$ cat src/rtl/uart_pkg.sv
// Shared UART constants: transmitter state encoding, oversampling default and parity modes.
package uart_pkg;

  localparam int unsigned STATE_W        = 3;
  localparam int unsigned OVERSAMPLE_DEF = 16;

  localparam logic [STATE_W-1:0] ST_IDLE      = 3'd0;
  localparam logic [STATE_W-1:0] ST_POP       = 3'd1;
  localparam logic [STATE_W-1:0] ST_WAIT_DATA = 3'd2;
  localparam logic [STATE_W-1:0] ST_START     = 3'd3;
  localparam logic [STATE_W-1:0] ST_DATA      = 3'd4;
  localparam logic [STATE_W-1:0] ST_PARITY    = 3'd5;
  localparam logic [STATE_W-1:0] ST_STOP      = 3'd6;

  localparam logic PARITY_EVEN = 1'b0;
  localparam logic PARITY_ODD  = 1'b1;

endpackage

$ cat src/rtl/uart_bit_timer.sv
// Oversampling tick counter; pulses o_bit_end_c on the baud tick that closes a serial bit.
module uart_bit_timer
  import uart_pkg::*;
#(
  parameter int unsigned OVERSAMPLE = OVERSAMPLE_DEF
) (
  input  logic i_clk,
  input  logic i_arst_n,
  input  logic i_srst,
  input  logic i_clear,
  input  logic i_tick,
  output logic o_bit_end_c
);

  localparam int unsigned CNT_W = (OVERSAMPLE > 1) ? $clog2(OVERSAMPLE) : 1;
  localparam logic [CNT_W-1:0] CNT_LAST = CNT_W'(OVERSAMPLE - 1);

  logic [CNT_W-1:0] r_cnt;

  assign o_bit_end_c = i_tick & ~i_clear & (r_cnt == CNT_LAST);

  // Clear holds the counter at zero so the next bit starts on a fresh count.
  always_ff @(posedge i_clk or negedge i_arst_n) begin
    if (!i_arst_n) begin
      r_cnt <= '0;
    end else if (i_srst || i_clear) begin
      r_cnt <= '0;
    end else if (i_tick) begin
      r_cnt <= (r_cnt == CNT_LAST) ? '0 : r_cnt + CNT_W'(1);
    end
  end

endmodule

$ cat src/rtl/uart_tx_fifo_reader.sv
// UART transmitter that pops bytes from the TX FIFO and serialises them as
// start, 7/8 data bits, optional parity and stop bit, back-to-back while data remains.
module uart_tx_fifo_reader
  import uart_pkg::*;
#(
  parameter bit          SYNC_RESET   = 1'b0,
  parameter int unsigned READ_LATENCY = 2,
  parameter int unsigned OVERSAMPLE   = OVERSAMPLE_DEF
) (
  input  logic       CLK,
  input  logic       RESET_N,
  input  logic       BAUD_CLOCK,
  input  logic       BIT8,
  input  logic       PARITY_EN,
  input  logic       ODD_N_EVEN,
  input  logic       FIFO_EMPTY,
  input  logic [7:0] FIFO_DATA,
  output logic       FIFO_RDB,
  output logic       TX,
  output logic       TX_BUSY,
  output logic       TXRDY
);

  localparam int unsigned LAT_W = 2;
  localparam int unsigned BIT_W = 3;

  logic [STATE_W-1:0] r_state;
  logic [LAT_W-1:0]   r_lat_cnt;
  logic [BIT_W-1:0]   r_bit_cnt;
  logic [7:0]         r_shift;
  logic               r_parity;
  logic               r_bit8;
  logic               r_par_en;
  logic               r_tx;
  logic               r_rdb;
  logic               r_busy;
  logic               r_txrdy;

  logic [STATE_W-1:0] w_state_nxt;
  logic [LAT_W-1:0]   w_lat_cnt_nxt;
  logic [BIT_W-1:0]   w_bit_cnt_nxt;
  logic [7:0]         w_shift_nxt;
  logic               w_parity_nxt;
  logic               w_bit8_nxt;
  logic               w_par_en_nxt;
  logic               w_tx_nxt;
  logic               w_rdb_nxt;
  logic               w_busy_nxt;
  logic               w_timer_clr;
  logic               w_bit_end;
  logic [BIT_W-1:0]   w_last_bit;
  logic               w_arst_n;
  logic               w_srst;

  // SYNC_RESET selects whether RESET_N clears through the async pin or on the clock edge.
  assign w_arst_n = SYNC_RESET ? 1'b1 : RESET_N;
  assign w_srst   = SYNC_RESET & ~RESET_N;

  assign w_timer_clr = (r_state == ST_IDLE) || (r_state == ST_POP) ||
                       (r_state == ST_WAIT_DATA);
  assign w_last_bit  = r_bit8 ? BIT_W'(7) : BIT_W'(6);

  uart_bit_timer #(
    .OVERSAMPLE (OVERSAMPLE)
  ) u_bit_timer (
    .i_clk       (CLK),
    .i_arst_n    (w_arst_n),
    .i_srst      (w_srst),
    .i_clear     (w_timer_clr),
    .i_tick      (BAUD_CLOCK),
    .o_bit_end_c (w_bit_end)
  );

  // Next-state and next-output logic; every output is registered below.
  always_comb begin
    w_state_nxt   = r_state;
    w_lat_cnt_nxt = r_lat_cnt;
    w_bit_cnt_nxt = r_bit_cnt;
    w_shift_nxt   = r_shift;
    w_parity_nxt  = r_parity;
    w_bit8_nxt    = r_bit8;
    w_par_en_nxt  = r_par_en;
    w_tx_nxt      = r_tx;
    w_rdb_nxt     = 1'b1;
    w_busy_nxt    = r_busy;

    case (r_state)
      ST_IDLE: begin
        w_tx_nxt = 1'b1;
        if (!FIFO_EMPTY) begin
          w_state_nxt = ST_POP;
          w_rdb_nxt   = 1'b0;
          w_busy_nxt  = 1'b1;
        end
      end
      ST_POP: begin
        w_state_nxt   = ST_WAIT_DATA;
        w_lat_cnt_nxt = '0;
      end
      ST_WAIT_DATA: begin
        if (r_lat_cnt == LAT_W'(READ_LATENCY - 1)) begin
          w_shift_nxt  = FIFO_DATA;
          w_parity_nxt = (^{BIT8 & FIFO_DATA[7], FIFO_DATA[6:0]}) ^ ODD_N_EVEN;
          w_bit8_nxt   = BIT8;
          w_par_en_nxt = PARITY_EN;
          w_state_nxt  = ST_START;
          w_tx_nxt     = 1'b0;
        end else begin
          w_lat_cnt_nxt = r_lat_cnt + LAT_W'(1);
        end
      end
      ST_START: begin
        if (w_bit_end) begin
          w_state_nxt   = ST_DATA;
          w_bit_cnt_nxt = '0;
          w_tx_nxt      = r_shift[0];
        end
      end
      ST_DATA: begin
        if (w_bit_end) begin
          w_shift_nxt = {1'b0, r_shift[7:1]};
          if (r_bit_cnt == w_last_bit) begin
            w_state_nxt = r_par_en ? ST_PARITY : ST_STOP;
            w_tx_nxt    = r_par_en ? r_parity : 1'b1;
          end else begin
            w_bit_cnt_nxt = r_bit_cnt + BIT_W'(1);
            w_tx_nxt      = r_shift[1];
          end
        end
      end
      ST_PARITY: begin
        if (w_bit_end) begin
          w_state_nxt = ST_STOP;
          w_tx_nxt    = 1'b1;
        end
      end
      ST_STOP: begin
        if (w_bit_end) begin
          if (!FIFO_EMPTY) begin
            w_state_nxt = ST_POP;
            w_rdb_nxt   = 1'b0;
          end else begin
            w_state_nxt = ST_IDLE;
            w_busy_nxt  = 1'b0;
          end
        end
      end
      default: begin
        w_state_nxt = ST_IDLE;
        w_tx_nxt    = 1'b1;
        w_busy_nxt  = 1'b0;
      end
    endcase
  end

  always_ff @(posedge CLK or negedge w_arst_n) begin
    if (!w_arst_n) begin
      r_state   <= ST_IDLE;
      r_lat_cnt <= '0;
      r_bit_cnt <= '0;
      r_shift   <= '0;
      r_parity  <= 1'b0;
      r_bit8    <= 1'b0;
      r_par_en  <= 1'b0;
      r_tx      <= 1'b1;
      r_rdb     <= 1'b1;
      r_busy    <= 1'b0;
      r_txrdy   <= 1'b0;
    end else if (w_srst) begin
      r_state   <= ST_IDLE;
      r_lat_cnt <= '0;
      r_bit_cnt <= '0;
      r_shift   <= '0;
      r_parity  <= 1'b0;
      r_bit8    <= 1'b0;
      r_par_en  <= 1'b0;
      r_tx      <= 1'b1;
      r_rdb     <= 1'b1;
      r_busy    <= 1'b0;
      r_txrdy   <= 1'b0;
    end else begin
      r_state   <= w_state_nxt;
      r_lat_cnt <= w_lat_cnt_nxt;
      r_bit_cnt <= w_bit_cnt_nxt;
      r_shift   <= w_shift_nxt;
      r_parity  <= w_parity_nxt;
      r_bit8    <= w_bit8_nxt;
      r_par_en  <= w_par_en_nxt;
      r_tx      <= w_tx_nxt;
      r_rdb     <= w_rdb_nxt;
      r_busy    <= w_busy_nxt;
      r_txrdy   <= ~FIFO_EMPTY;
    end
  end

  assign FIFO_RDB = r_rdb;
  assign TX       = r_tx;
  assign TX_BUSY  = r_busy;
  assign TXRDY    = r_txrdy;

endmodule

$ cat config.mk
export PLATFORM = sky130hd
export DESIGN_NAME = uart_tx_fifo_reader
export DESIGN_NICKNAME = d
export VERILOG_FILES = /design/src/rtl/uart_pkg.sv /design/src/rtl/uart_bit_timer.sv /design/src/rtl/uart_tx_fifo_reader.sv
export SDC_FILE = /design/constraint.sdc
export NUM_CORES = 1
export LEC_CHECK = 0
export BUFFER_PORTS_ARGS = -buffer_cell sky130_fd_sc_hd__clkbuf_2
export CORE_ASPECT_RATIO = 0.75
export CORE_UTILIZATION = 45
export DETAILED_ROUTE_END_ITERATION = 16
export SETUP_SLACK_MARGIN = 0.15
export SLEW_MARGIN = 20
export SYNTH_ARGS = -nofsm -noshare
export SYNTH_HDL_FRONTEND = slang
export SYNTH_SLANG_ARGS = --single-unit
$ cat constraint.sdc
create_clock -name CLK -period 4.3 [get_ports CLK]
set_clock_uncertainty 0.1 [all_clocks]
set_input_delay 0.645 -clock CLK [delete_from_list [all_inputs] [get_ports CLK]]
set_output_delay 0.645 -clock CLK [all_outputs]
set_load 0.02 [all_outputs]
**Word level (Yosys, flattened, before mapping)**

Cells that the tools add are included.

- Flip-flop bits (word level): 27
- Input bits: 15

- Bitwise logic cells: 8
- Reduce and logical (&&, ||, !) cells: 17
- Eq/ne operators: 19
- Add/subtract/negate cells: 3
- Muxes and demuxes: 37

Operator list:

| operator | count |
|---|---|
| 3-bit two-way mux | 10 |
| 3-bit one-hot mux with 7 select lines | 1 |
| 8-bit two-way mux | 2 |
| 8-bit one-hot mux with 2 select lines | 1 |
| 1-bit two-way mux | 13 |
| 4-bit two-way mux | 3 |
| 2-bit by 1-bit inequality test with 1-bit output (second input constant) | 5 |
| 2-bit inequality test (second input constant) | 5 |
| 3-bit == test (second input constant) | 3 |
| 4-bit AND reduction | 2 |
| 2-bit nonzero test | 4 |
| 8-bit XOR reduction | 1 |
| 7-bit AND reduction | 1 |
| 3-bit by 2-bit == test with 1-bit output (second input constant) | 2 |
| 3-bit one-hot mux with 2 select lines | 1 |
| 1-bit one-hot mux with 5 select lines | 1 |
| 5-bit AND reduction | 1 |
| 5-bit OR reduction | 1 |
| 4-bit by 1-bit adder with 4-bit output (second input constant) | 1 |
| 4-bit == test (second input constant) | 1 |
| 2-bit two-way mux | 2 |
| 1-bit NOT | 4 |
| 2-bit one-hot mux with 2 select lines | 1 |
| 2-bit AND reduction | 2 |
| 13 further kinds | 16 |

**Longest topological paths before layout**

Gate-level depths: netlist of the first run.

- Word-level depth: 8
- Gate-level depth with buffers: 8
- Mapped depth without buffers: 6

**Cells and area by module**

From an unflattened synthesis of the first run, not the netlist that was laid out.

- Cells, all modules: 172
- Area, all modules: 1,629.1 µm²

Modules (own cells, without submodules):

| module | times used | cells each | area each (µm²) |
|---|---|---|---|
| uart_tx_fifo_reader | 1 | 150 | 1,383.8 |
| uart_bit_timer | 1 | 22 | 245.2 |

**Least setup slack after synthesis of the first run**

Ideal clock, no wire load.

- Path type: input to register
- From: input port BAUD_CLOCK
- To: register r_state[0]
- Buffers on the path: 2
- Setup time: 0.125 ns
- Arrival time: 1.666 ns
- Data required time: 4.075 ns
- Cell stages on the path: 6
- Slack: 2.409 ns
- Path through: buf_4 and4_1 buf_4 o21ai_1 o2bb2ai_1 mux2_2

- Cells in the longest elaborated chain, start to end: 4

RTL lines:

| what | line | source |
|---|---|---|
| from (decl) | uart_tx_fifo_reader.sv:12 | `input logic BAUD_CLOCK,` |
| 1-bit AND (*) (2 in a row) | uart_bit_timer.sv:20 | `assign o_bit_end_c = i_tick & ~i_clear & (r_cnt == CNT_LAST);` |
| 2-bit by 1-bit inequality test with 1-bit output (no source line) | - |  |
| 7-bit AND reduction (no source line) (*) | - |  |
| to (signal assigned) | uart_tx_fifo_reader.sv:182 | `r_state <= w_state_nxt;` |
| to (decl) | uart_tx_fifo_reader.sv:27 | `logic [STATE_W-1:0] r_state;` |

Every way passes the cells marked *; elsewhere a longest branch is shown, timed or not.
A chain may end at the register's enable or synchronous reset.

**Worst setup path after layout of the first run**

- From: register r_state[0]
- To: register r_bit_cnt[0]

- Cells in the longest elaborated chain, start to end: 8

RTL lines:

| what | line | source |
|---|---|---|
| 3-bit by 1-bit == test with 1-bit output or 3-bit logical NOT (tied branches) | uart_tx_fifo_reader.sv:59 | `assign w_timer_clr = (r_state == ST_IDLE) \|\| (r_state == ST_POP) \|\|` |
| 1-bit logical OR (2 in a row) | uart_tx_fifo_reader.sv:59 |  |
| 1-bit NOT | uart_bit_timer.sv:20 |  |
| 1-bit AND (2 in a row) | uart_bit_timer.sv:20 |  |
| 2-bit by 1-bit inequality test with 1-bit output (no source line) | - |  |
| 4-bit AND reduction (no source line) | - |  |
| to (signal assigned) | uart_tx_fifo_reader.sv:184 | `r_bit_cnt <= w_bit_cnt_nxt;` |
| to (decl) | uart_tx_fifo_reader.sv:29 | `logic [BIT_W-1:0] r_bit_cnt;` |

Several ways; a longest one is shown, not always the timed one.

==> summary.md, run 1 <==
| Metric | Value |
|---|---|
| Post-DP Area | ~1600 µm² |
| Worst Path Required | around 4400 ps |
| CORE AREA | about 3300 µm² |
| Port Buffers | 18 |
| Leak pwr | just under 0.7 nW |
| Worst-path cell chain | nor3b_2 > inv_1 > o21ai_1 > nand2_1 > mux2_2 |
| Final std cells w/o fill | about 210 |
| Seq pwr share | 0.469 |
| TritonCTS clock tree | done |
| Mapped Cells | ~160 |
| Setup TNS | 0 ps |
| Largest net degree at the start of global routing | 28 |
| Critical path's slowest cell | nor3b_2 |
| N_diodes | 0 |
| Drt wl/cell | roughly 13 µm |
| Remaining Overflow, GRT | 0 |
| Clk pwr share | 0.159 |
| DR pass1 iterations | 4 |
| Multi-input logic area | slightly below 800 µm² |
| Met3 WL | between 70 and 80 µm |
| PD cells | about 560 nW/µm² |
| Leading area contributor after synthesis | dfrtp_1 |
| Detailed-route via count | ~1100 |
| Cells after DPL | roughly 210 |
| Sequential cell area | 678.2 µm² |
| Tightest Pin Transition | about 860 ps |
| Sequential area share after synthesis | 0.4399 |
| Clk root buf | clkbuf_8 |
| Number of synthesis warnings | 0 |
| Worst-Skew Late Latency | 280 ps |
| Total power draw | approximately 0.93 mW |
| Final wirelength | approximately 2800 µm |
| Final HPWL from detailed placement | just over 2000 µm |
| Max-slew violations | 0 |
| Switching Fraction | 0.3906 |
| Cell row count | 18 |
| Crit path DAT | approximately 2500 ps |
| ANT nets after route | 0 |
| Drt drc | 0 |
| Post-Syn Area | ~1500 µm² |
| Post-synthesis register bit count | 27 |
| Hold_buf cts | 0 |
| WL met1 | 1502 µm |
| Die W | between 60 and 70 µm |
| 1st-iter DRT viols | 65 |
| Worst hold path class | in2async |
| Outcome | complete, no violations |
| Fmax | 415.9 MHz |
| Top sig layer | met4 |
| Post-CTS sizing | 0 |
| H-tree Lvls | 1 |
| Routability cong. | about 0.87 |
| Leading post-synthesis cells by cell area | dfrtp_1 (41%), a21oi_1 (5.8%), mux2i_1 (5.8%) |
| Max incr delay on CP | just over 800 ps |
| Initial antenna violation count | 0 |
| Int Power | about 0.57 mW |
| Post-route cell area | around 1700 µm² |
| Boundary Pins | 19 |
| Syn Area/Cell | approximately 9.8 µm² |
| Mapped Nets | approximately 180 |
| Worst rel slew slack | 0.4240 |
| RSZ-0062 raised after global routing | no |
| Cts bufs inserted | 3 |
| First-pass GRT wire length | 4878 µm |
| Kind of end point of the critical path | flip-flop |
| CTS clock-pin slew for the worst setup and hold paths | ~100 ps |
| Crit start category | flip-flop |
| Die ar. | ~3700 µm² |
| Fill cell count | 312 |
| Nets | 190 |
| Post-CTS setup buffers | 0 |
| Tmin final | 2404 ps |
| Max cap viols | 0 |
| Layout cells sized above 1 | 0.2105 |
| Final setup fails | 0 |
| Post-Route Utilization | 0.5091 |
| Routed vias/inst | approximately 5.4 |
| # clock sinks | 27 |
| Share of the synthesized area in the top cell type | 0.4058 |
| Comb pwr share | 0.372 |
| Worst-case clock buffer depth | 2 |
| Vias in the first global route | ~1100 |
| Psw | roughly 0.36 mW |
| Die height | roughly 53 µm |
| Area delta synth->final | 8.604% |
| All-Layer GR Usage | 0.1740 |
| Final Hold Fails | 0 |
| Post-synth cell types | 39 |
| Starting Density | 0.4688 |
| Met2 wire length | between 1000 and 1500 µm |
| Tcrit/Tclk final | 0.5591 |
| Critical path fanouts, max | 22 |
| CP Class | reg2reg |
| Peak supply drop | 0.2407 mV |
-- power by group through the flow --
stage	Combinational (mW)	Clock, mW	Sequential [mW]
CTS	0.350	0.154	0.436
global route	0.398	0.166	0.454
finish	0.347	0.148	0.438
floorplan	0.311	0	0.402
global placement	0.334	0	0.436
detailed placement	0.348	0	0.442
-- critical path, delay by kind of cell (launching register included) --
family | cells | cell delay [ps]
muxes | 1 | 290
and+or+nand+nor | 2 | 920
buffers and inverters | 1 | 170
DFF | 1 | 640
AOI/OAI and AO/OA | 1 | 180
-- per-stage QoR --
step	setup WS [ps]	hold WS, ps
finish	1896	287.2
global route	1636	339.9
CTS	1894	310.1
detailed placement	1910	404.3
global placement	1997	385.5
floorplan	2409	249.4
-- path summary, 6_finish.rpt --
path                            start                    to  slack (ps)  cells after the start
max in group asynchronous     RESET_N            r_state[0]        3390                      1
min reg2reg                r_shift[5]            r_shift[5]         420                      2
min in group CLK           r_shift[5]            r_shift[5]         420                      2
max reg2reg                r_state[0]          r_bit_cnt[0]        1900                      5
min                           RESET_N  u_bit_timer.r_cnt[0]         290                      1
max                        r_state[0]          r_bit_cnt[0]        1900                      5
-- cell families after synthesis --
family	count (synthesis)	synth area share
buffers and inverters	15	0.05113
AND/OR/NAND/NOR	47	0.1534
multiplexers	15	0.1023
adder cells (fa/ha/maj)	4	0.03085
AO/OA/AOI/OAI	40	0.1656
XOR/XNOR	10	0.05682
flip-flops	27	0.4399
-- synthesized netlist by cell type --
library cell   n
nand3_2        1
nor2_1        15
ha_1           3
maj3_1         1
mux2i_1        9
a22o_1         1
nor2b_1        3
buf_2          3
nand3_1        3
clkbuf_1       2
and3_1         1
a311oi_1       1
o21ai_1        2
nor3b_2        2
nor3_1         5
a21oi_1       18
o2bb2ai_1      2
xor2_1         2
mux2_2         6
a21oi_2        2
xnor2_1        8
dfrtp_1       25
nand2_1       12
a32o_1         1
a21oi_4        1
and4_1         1
inv_1          6
buf_6          1
o22ai_1        1
o21ai_0        7
buf_4          3
dfstp_2        2
o211ai_1       1
nand4_1        1
nand3b_1       1
nand2b_1       2
o21bai_1       1
a2111o_1       1
a41oi_1        1
-- cell type report --
cell class | instances | share of cell area
multi-input cells | 116 | 0.4686
flip-flops and latches | 27 | 0.4051
inverters | 6 | 0.01345
well taps | 40 | 0.02990
clock inverters | 1 | 0.004484
repair buffers | 18 | 0.05381
clock buffers | 3 | 0.02466
-- layer usage --
layer,track usage,vias up
met5,0,-
met4,0.05102,0
met3,0.04615,5
met2,0.2751,11
met1,0.2356,535
li1,-,581
-- cell usage in the layout, fill, tap and decap left out, types with 2 or more instances in the layout --
cell and instances:
dfrtp_1 25, a21oi_1 18, clkbuf_2 18, nor2_1 15, nand2_1 12, mux2i_1 9, xnor2_1 8, o21ai_0 7
inv_1 6, mux2_2 6, nor3_1 5, nor2b_1 3, nand3_1 3, ha_1 3, clkbuf_8 3, dfstp_2 2
xor2_1 2, nand2b_1 2, nor3b_2 2, o21ai_1 2, o2bb2ai_1 2, a21oi_2 2
-- sequential cells by signal, summed over array words and instances, names as in the netlist --
name               cells
FIFO_RDB               1
TX                     1
TXRDY                  1
TX_BUSY                1
r_bit8                 1
r_bit_cnt              3
r_lat_cnt              2
r_par_en               1
r_parity               1
r_shift                8
r_state                3
u_bit_timer.r_cnt      4
No activity file was read; power rests on OpenSTA's default activity.
==> run 2: changes to the inputs <==
--- a/config.mk
+++ b/config.mk
@@ -9,6 +9,7 @@
 export CORE_ASPECT_RATIO = 0.75
 export CORE_UTILIZATION = 45
 export DETAILED_ROUTE_END_ITERATION = 16
+export PLACE_DENSITY = 0.67
 export SETUP_SLACK_MARGIN = 0.15
 export SLEW_MARGIN = 20
 export SYNTH_ARGS = -nofsm -noshare
==> constraint.sdc (replaced) <==
create_clock -name CLK -period 2.2 [get_ports CLK]
set_clock_uncertainty 0.1 [all_clocks]
set_input_delay 0.33 -clock CLK [delete_from_list [all_inputs] [get_ports CLK]]
set_output_delay 0.33 -clock CLK [all_outputs]
set_load 0.02 [all_outputs]
==> run 2 against run 1 <==
  * Cell count is 2.8% higher
  * Sequential share of layout area is 1.1 points lower
  * Via count is 8.0% higher
  * Clock power is 87% higher
  * Total power is 100% higher
==> summary.md, run 2 (synthesized netlist as in run 1, its figures left out) <==
| Metric | Value |
|---|---|
| PD cells | roughly 1100 nW/µm² |
| Final Hold Fails | 0 |
| Post-DP Area | between 1500 and 2000 µm² |
| Hold Slack | approximately 190 ps |
| TritonCTS clock tree | done |
| Final wirelength | 3017 µm |
| Kind of end point of the critical path | flip-flop |
| Cells after DPL | between 200 and 250 |
| Seq pwr share | 0.446 |
| Max cap viols | 0 |
| Setup TNS | 0 ps |
| Tcrit/Tclk final | 0.8509 |
| Die ar. | between 3000 and 4000 µm² |
| Reg2reg path depth | 7 |
| Leak pwr | about 0.72 nW |
| Switching Fraction | 0.3850 |
| Grt met2 use | 0.2896 |
| H-tree Lvls | 1 |
| Fin worst setup slack | 328.1 ps |
| Port Buffers | 18 |
| Outcome | complete, no violations |
| All-Layer GR Usage | 0.1740 |
| Comb pwr share | 0.406 |
| Vias in the first global route | 1067 |
| Worst-case clock buffer depth | 2 |
| WHS Path Cells | 2 |
| Cell row count | 18 |
| DR pass1 iterations | 4 |
| Layout cells sized above 1 | 0.2373 |
| Clk root buf | clkbuf_8 |
| Cts bufs inserted | 3 |
| Commonest non-fill, non-tap cells in the layout | dfrtp_1 (25), a21oi_1 (18), clkbuf_2 (18) |
| Biggest regs | r_shift x8, u_bit_timer.r_cnt x4 |
| Detailed-route via count | about 1200 |
| Worst hold path class | in2reg |
| Initial antenna violation count | 0 |
| Remaining Overflow, GRT | 0 |
| Biggest register | r_shift |
| Worst rel slew slack | 0.5579 |
| Routed vias/inst | ~5.6 |
| CORE AREA | around 3300 µm² |
| Boundary Pins | 19 |
| Die height | ~53 µm |
| Starting Density | 0.4688 |
| Largest net degree at the start of global routing | 28 |
| # clock sinks | 27 |
| Area delta synth->final | 11.61% |
| Psw | approximately 0.7 mW |
| Max reg flops | 8 |
| Post-Place Worst Slack | between 200 and 250 ps |
| Fmax | between 500 and 600 MHz |
| Drt wl/cell | 13.90 µm |
| RSZ-0062 raised after global routing | no |
| 1st-iter DRT viols | 74 |
| Final HPWL from detailed placement | 2194 µm |
| Drt drc | 0 |
| CTS clock-pin slew for the worst setup and hold paths | approximately 90 ps |
| Routability cong. | between 0.8 and 0.9 |
| Post-route cell area | roughly 1700 µm² |
| Crit start category | flip-flop |
| Met3 Usage GRT | 0.05000 |
| Max-slew violations | 0 |
| Nets | slightly below 200 |
| Int Power | ~1.1 mW |
| ANT nets after route | 0 |
| GR peak layer | met2 |
| Tightest Pin Transition | ~660 ps |
| Most common cell after layout, fill and taps aside | dfrtp_1 |
| CP Class | reg2reg |
| Worst Path Required | between 2000 and 2500 ps |
| Final setup fails | 0 |
| Worst-Skew Late Latency | between 200 and 300 ps |
| Final std cells w/o fill | between 200 and 250 |
| First-pass GRT wire length | approximately 5000 µm |
| Clk pwr share | 0.148 |
| N_diodes | 0 |
| Critical path fanouts, max | 10 |
| Die W | between 60 and 70 µm |
| Peak supply drop | between 0.4 and 0.5 mV |
| GR Util met1 | 0.2281 |
| Tmin final | approximately 1900 ps |
| Crit path DAT | a little under 2000 ps |
-- run 2: power groups by stage --
stage                     Sequential (mW)  Combinational [mW]  Clock [mW]
after detailed placement            0.841               0.721           0
after floorplan                     0.786               0.608           0
after global placement              0.828               0.680           0
after CTS                           0.831               0.726       0.289
final                               0.834               0.758       0.277
after global routing                0.862               0.852       0.316
-- run 2: worst paths after layout --
kind | from | to | slack, ps
worst max register to register | u_bit_timer.r_cnt[0] | r_shift[2] | 330
worst min register to register | r_parity | r_parity | 420
max in group asynchronous | RESET_N | u_bit_timer.r_cnt[1] | 1050
worst min-delay path | FIFO_EMPTY | TXRDY | 190
min in group asynchronous | RESET_N | TX_BUSY | 510
worst max-delay path | u_bit_timer.r_cnt[0] | r_shift[2] | 330
-- run 2: layer usage --
| layer | part of all wire | vias to the layer above | wire [µm] |
|---|---|---|---|
| li1 | - | 598 | - |
| met1 | 0.47 | 592 | 1428 |
| met2 | 0.48 | 28 | 1454 |
| met3 | 0.036 | 4 | 108 |
| met4 | 0.0089 | 0 | 27 |
| met5 | 0 | - | 0 |
-- run 2: final cells by class --
type / count / area [µm²]
fillers: 295 / 1568
multi-input cells: 116 / 785.8
flip-flops and latches: 27 / 678.2
repair buffers: 24 / 137.6
well taps: 40 / 50.05
clock buffers: 3 / 41.29
inverters: 6 / 22.52
clock inverters: 1 / 5.005
-- run 2: through the flow --
step,util,power (mW)
finish,0.5232,1.869
global route,0.5232,2.031
CTS,0.5160,1.846
detailed placement,0.4989,1.562
global placement,0.4989,1.508
floorplan,-,1.394
-- run 2: critical path, stage by stage (launching register included) --
cell	delay [ps]
dfrtp_1	430
ha_1	250
and4_2	360
nand3_2	120
a21oi_4	210
buf_4	140
nor2_1	40
a21oi_1	140
-- run 2: timing repair --
action | in CTS | in global routing
setup buffers | 0 | 3
gates resized for setup | 0 | 1
hold endpoints to repair | 18 | 0
hold buffers | 1 | 0
setup endpoints to repair | 0 | 8
